[config.mk]
export PLATFORM = sky130hd
export DESIGN_NAME = uart_tx_serializer
export DESIGN_NICKNAME = d
export VERILOG_FILES = /design/src/rtl/uart_tx_pkg.sv /design/src/rtl/uart_tx_bit_timer.sv /design/src/rtl/uart_tx_serializer.sv
export SDC_FILE = /design/constraint.sdc
export NUM_CORES = 1
export LEC_CHECK = 0
export ABC_AREA = 1
export BUFFER_PORTS_ARGS = -buffer_cell sky130_fd_sc_hd__clkbuf_2
export CAP_MARGIN = 20
export CORE_MARGIN = 10
export CORE_UTILIZATION = 40
export DETAILED_ROUTE_END_ITERATION = 7
export HOLD_SLACK_MARGIN = 0.02
export PLACE_DENSITY = 0.64
export SYNTH_ARGS = -nofsm -noshare
export SYNTH_HDL_FRONTEND = slang
export SYNTH_SLANG_ARGS = --single-unit
[constraint.sdc]
create_clock -name PCLK -period 2.6 [get_ports PCLK]
set_input_delay 0.52 -clock PCLK [delete_from_list [all_inputs] [get_ports PCLK]]
set_output_delay 0.52 -clock PCLK [all_outputs]
set_load 0.01 [all_outputs]
[src/rtl/uart_tx_pkg.sv]
// Shared FSM encoding, output bit-select codes and width helper for the UART transmit serializer.
package uart_tx_pkg;

  typedef enum logic [2:0] {
    IDLE   = 3'd0,
    START  = 3'd1,
    DATA   = 3'd2,
    PARITY = 3'd3,
    STOP   = 3'd4
  } txState_e;

  typedef enum logic [1:0] {
    SEL_START  = 2'd0,
    SEL_STOP   = 2'd1,
    SEL_DATA   = 2'd2,
    SEL_PARITY = 2'd3
  } bitSel_e;

  localparam int DEF_DATA_BITS  = 8;
  localparam int DEF_OVERSAMPLE = 16;

  // Widths never collapse to zero, so small parameter values still get a real counter.
  function automatic int safeClog2(input int n);
    return (n <= 2) ? 1 : $clog2(n);
  endfunction

endpackage

[src/rtl/uart_tx_bit_timer.sv]
// Counts baud_tick strobes and pulses bitEnd_o on the OVERSAMPLE-th tick of each bit period.
module uart_tx_bit_timer
  import uart_tx_pkg::*;
#(
  parameter int OVERSAMPLE = DEF_OVERSAMPLE
) (
  input  logic clk_i,
  input  logic rst_ni,
  input  logic clear_i,
  input  logic enable_i,
  input  logic tick_i,
  output logic bitEnd_o
);

  localparam int CNT_W = safeClog2(OVERSAMPLE);

  logic [CNT_W-1:0] tickCnt_q, tickCnt_d;

  // A tick arriving together with clear is dropped, so every bit spans OVERSAMPLE fresh ticks.
  assign bitEnd_o = enable_i && !clear_i && tick_i && (tickCnt_q == CNT_W'(OVERSAMPLE - 1));

  always_comb begin
    tickCnt_d = tickCnt_q;
    if (clear_i) begin
      tickCnt_d = '0;
    end else if (enable_i && tick_i) begin
      tickCnt_d = bitEnd_o ? '0 : tickCnt_q + 1'b1;
    end
  end

  always_ff @(posedge clk_i or negedge rst_ni) begin
    if (!rst_ni) begin
      tickCnt_q <= '0;
    end else begin
      tickCnt_q <= tickCnt_d;
    end
  end

endmodule

[src/rtl/uart_tx_serializer.sv]
// UART transmit engine: start, LSB-first data, optional parity and 1/2 stop bits on a registered tx.
// Defining UART_TX_BREAK_EN adds a tx_break input that holds the idle line low.
module uart_tx_serializer
  import uart_tx_pkg::*;
#(
  parameter int DATA_BITS  = DEF_DATA_BITS,
  parameter int OVERSAMPLE = DEF_OVERSAMPLE
) (
  input  logic                 PCLK,
  input  logic                 PRESETn,
  input  logic                 baud_tick,
  input  logic [DATA_BITS-1:0] tx_data,
  input  logic                 tx_valid,
  output logic                 tx_ready,
  input  logic                 parity_en,
  input  logic                 parity_odd,
  input  logic                 two_stop,
`ifdef UART_TX_BREAK_EN
  input  logic                 tx_break,
`endif
  output logic                 tx,
  output logic                 busy,
  output logic                 tx_done
);

  localparam int IDX_W = safeClog2(DATA_BITS);

  txState_e             state_q, state_d;
  logic [IDX_W-1:0]     bitIdx_q, bitIdx_d;
  logic [DATA_BITS-1:0] data_q, data_d;
  logic                 parityEn_q, parityEn_d;
  logic                 parityOdd_q, parityOdd_d;
  logic                 twoStop_q, twoStop_d;
  logic                 secondStop_q, secondStop_d;
  logic                 txLine_q, txLine_d;
  logic                 done_q, done_d;
  logic                 break_q, break_d;
  logic                 breakReq, accept, timerClr, bitEnd, parityBit;
  bitSel_e              bitSel;

`ifdef UART_TX_BREAK_EN
  assign breakReq = tx_break;
`else
  assign breakReq = 1'b0;
`endif

  assign tx_ready = (state_q == IDLE) && !breakReq && !break_q;
  assign accept   = tx_valid && tx_ready;
  assign busy     = (state_q != IDLE);
  assign tx       = txLine_q;
  assign tx_done  = done_q;

  uart_tx_bit_timer #(
    .OVERSAMPLE(OVERSAMPLE)
  ) u_bit_timer (
    .clk_i   (PCLK),
    .rst_ni  (PRESETn),
    .clear_i (timerClr),
    .enable_i(busy),
    .tick_i  (baud_tick),
    .bitEnd_o(bitEnd)
  );

  always_comb begin
    state_d      = state_q;
    bitIdx_d     = bitIdx_q;
    data_d       = data_q;
    parityEn_d   = parityEn_q;
    parityOdd_d  = parityOdd_q;
    twoStop_d    = twoStop_q;
    secondStop_d = secondStop_q;
    done_d       = 1'b0;
    timerClr     = 1'b0;
    case (state_q)
      IDLE: begin
        if (accept) begin
          data_d       = tx_data;
          parityEn_d   = parity_en;
          parityOdd_d  = parity_odd;
          twoStop_d    = two_stop;
          secondStop_d = 1'b0;
          bitIdx_d     = '0;
          timerClr     = 1'b1;
          state_d      = START;
        end
      end
      START: begin
        if (bitEnd) begin
          bitIdx_d = '0;
          state_d  = DATA;
        end
      end
      DATA: begin
        if (bitEnd) begin
          if (bitIdx_q == IDX_W'(DATA_BITS - 1)) begin
            state_d = parityEn_q ? PARITY : STOP;
          end else begin
            bitIdx_d = bitIdx_q + 1'b1;
          end
        end
      end
      PARITY: begin
        if (bitEnd) begin
          state_d = STOP;
        end
      end
      STOP: begin
        if (bitEnd) begin
          if (twoStop_q && !secondStop_q) begin
            secondStop_d = 1'b1;
          end else begin
            state_d = IDLE;
            done_d  = 1'b1;
          end
        end
      end
      default: state_d = IDLE;
    endcase
  end

  // The line is registered from next-state values so tx changes on the same edge as the FSM.
  assign parityBit = parityOdd_d ? ~^data_d : ^data_d;
  assign break_d   = (state_d == IDLE) && breakReq;

  always_comb begin
    bitSel   = SEL_STOP;
    txLine_d = 1'b1;
    case (state_d)
      START:   bitSel = SEL_START;
      DATA:    bitSel = SEL_DATA;
      PARITY:  bitSel = SEL_PARITY;
      default: bitSel = SEL_STOP;
    endcase
    case (bitSel)
      SEL_START:  txLine_d = 1'b0;
      SEL_DATA:   txLine_d = data_d[bitIdx_d];
      SEL_PARITY: txLine_d = parityBit;
      default:    txLine_d = 1'b1;
    endcase
    if (break_d) begin
      txLine_d = 1'b0;
    end
  end

  always_ff @(posedge PCLK or negedge PRESETn) begin
    if (!PRESETn) begin
      state_q      <= IDLE;
      bitIdx_q     <= '0;
      data_q       <= '0;
      parityEn_q   <= 1'b0;
      parityOdd_q  <= 1'b0;
      twoStop_q    <= 1'b0;
      secondStop_q <= 1'b0;
      txLine_q     <= 1'b1;
      done_q       <= 1'b0;
      break_q      <= 1'b0;
    end else begin
      state_q      <= state_d;
      bitIdx_q     <= bitIdx_d;
      data_q       <= data_d;
      parityEn_q   <= parityEn_d;
      parityOdd_q  <= parityOdd_d;
      twoStop_q    <= twoStop_d;
      secondStop_q <= secondStop_d;
      txLine_q     <= txLine_d;
      done_q       <= done_d;
      break_q      <= break_d;
    end
  end

endmodule

==> results.md <==
* First-pass DRT Iterations at 4
* Initial antenna violation count at 0
* Crit-path cells: inv_1 -> nand3_4 -> o21ai_1 -> nand2_1 -> nand2_1 -> nand2_1 -> nand2_1 -> inv_1 -> nand2_1 -> nand2_1 -> a21oi_1 -> nand2_1
* Largest area contributor in the netlist: dfrtp_1
* RSZ-0062 raised after global routing: no
* Post-cts sizing count at 0
* Synthesis Warnings at 0
* Gpl congestion at 0.894
* Clk sinks at 24
* Clock Skew at 5.63 ps
* Post-Syn Nets at 249
* Util after Layout at 0.449
* Min Tclk post-route at 2170 ps
* Gr usage total at 0.105
* Vias in the first global route at 1354
* Critical R2R Capture: tx
* IO Pins at 19
* R2R cell count at 12
* Setup TNS at 0 ps
* Antenna-violating nets left at 0
* Seq/Total Area, Yosys at 0.372
* Hold Crit Class: in -> async
* Synth top cells by count: nand2_1, inv_1, dfrtp_1
* WL per Instance at 12.3 µm
* RR Startpoint: state_q[1]
* H-tree Lvls at 1
* Largest net degree at the start of global routing at 30
* Slew headroom at 0.573
* TritonCTS buffer count at 3
* P_leak at 0.979 nW
* Setup WS post-layout at 429 ps
* Leading post-synthesis cells by cell area: dfrtp_1, nand2_1, inv_1
* Data arrival, critical path at 2380 ps
* VDD IR-drop max at 757 µV
* Worst reg-to-reg setup slack at 430 ps
* Clk slew on worst S/H paths at 90 ps
* Max-slew violation count at 0
* Status: completed
* Post-synth EDFFs at 0
* Worst-path maximum fanout at 29
* Final hold slack at 254 ps
* Die height at 83.6 µm
* Worst-Skew Late Latency at 270 ps
* WL final at 3.67 mm
* Count leader, synth: nand2_1
* Final Cycle Share at 0.835
* Die Width at 83.6 µm
* Post-synthesis async set-or-reset flop share at 1.00
* Crit path kind: reg -> reg
* Required @ worst endpoint at 2810 ps
* Vias per cell at 4.82
* Dpl ws at 422 ps
* Root Driver: clkbuf_8
* Final Hold Vio Count at 0
* Syn avg cell area at 6.97 µm²
* DIE AREA at 0.00699 mm²
* Nets at 266
* Post-CTS Setup Bufs at 0
* Synth cell types at 30
* Core footprint at 0.00394 mm²
* Fmax at 0.461 GHz
* # hold bufs at CTS at 0
* Via count at 1436
* Endpoints failing setup at 0
* PortBufs at 18
* Critical Path Source Type: flop
* Top-area cell type share of the netlist area at 0.356
* Critical path's largest stage delay at 410 ps
* Antenna cells at 0
* Clock buffer depth at 2
* Synthesized area at 0.00162 mm²
* Power Density at 1020 mW/mm²
* Cell mode on critical path: nand2_1
* Area Overhead vs Synth at 9.44%
* CTS tree: yes
* Layout cells sized above 1 at 0.137
* Global-route wire length before repair at 6.31 mm
* Total congestion overflow at 0
* Starting Density at 0.410
* Slowest CP cell: dfrtp_1
* Worst Setup End Kind: flop
* Primary FF master, synth: dfrtp_1
* Post-Synthesis Cells at 232
* Slew @ Worst Pin at 640 ps
* Final Power at 1.80 mW
* DRC Markers at 0
* Row count at 23
* Synth Register Bits at 24
* Post-DP HPWL at 2.82 mm
* Max Cap Viol at 0
* DRT iter0 DRCs at 101
critical path, delay by kind of cell, from the launching register on:
family	cells	cell delay, ps
buffers and inverters	2	390
AO/OA/AOI/OAI	2	470
flip-flops	1	410
AND/OR/NAND/NOR	8	840
per-stage QoR:
stage / instances / cell area [µm²]
floorplan: 232 / 1620
global placement: 294 / 1720
detailed placement: 294 / 1720
CTS: 298 / 1770
global route: 298 / 1770
finish: 298 / 1770
state kept, by name, indices dropped and copies added, names as in the netlist:
signal and cells:
data_q 8, u_bit_timer.tickCnt_q 4, bitIdx_q 3, state_q 3, parityEn_q 1, parityOdd_q 1
secondStop_q 1, twoStop_q 1, tx 1, tx_done 1
routing by layer:
metal  track usage  part of all wire  routed length [µm]
met2         0.164              0.44                1610
met3        0.0293             0.040                 147
met4        0.0320             0.013                  49
met1         0.137              0.51                1860
met5             0                 0                   0
cell type report:
cell class | instances | area (µm²)
inverters | 31 | 121
well taps | 50 | 62.6
flip-flops and latches | 24 | 602
repair buffers | 18 | 90.1
multi-input cells | 171 | 840
clock buffers | 4 | 55.1
fillers | 425 | 2170
layout by cell type (no fill, tap or decap), types with 5 or more instances in the layout:
master / n
nand3_1: 19
o21ai_0: 10
clkbuf_2: 18
nor2_1: 5
inv_1: 29
dfrtp_1: 23
nand4_1: 14
a21oi_1: 5
nand2_1: 92
logic make-up (layout without fill, tap and decap cells):
logic type	count (synthesis)	count (layout)	synth area share
buf+inv	37	53	0.109
flops	24	24	0.372
xor+xnor	1	1	0.00541
compound gates	25	25	0.0889
fa+ha+maj	2	2	0.0155
simple gates	143	143	0.409
worst max-delay path by stage:
| stage | start | to | slack [ps] | cells past startpoint |
|---|---|---|---|---|
| 3_3_place_gp | state_q[1] | tx | 440 | 12 |
| 2_1_floorplan | tx_valid | tx | 890 | 14 |
| 5_1_grt | state_q[1] | tx | 160 | 12 |
| 4_1_cts | state_q[1] | tx | 420 | 12 |
| 3_5_place_dp | state_q[1] | tx | 420 | 12 |
| 6_report | state_q[1] | tx | 430 | 12 |
power by group:
part,switching [mW],internal [mW]
logic,0.642,0.322
registers,0.0729,0.506
clock network,0.123,0.135
total,0.838,0.964
Note: power is estimated with default switching activity, not from simulation.
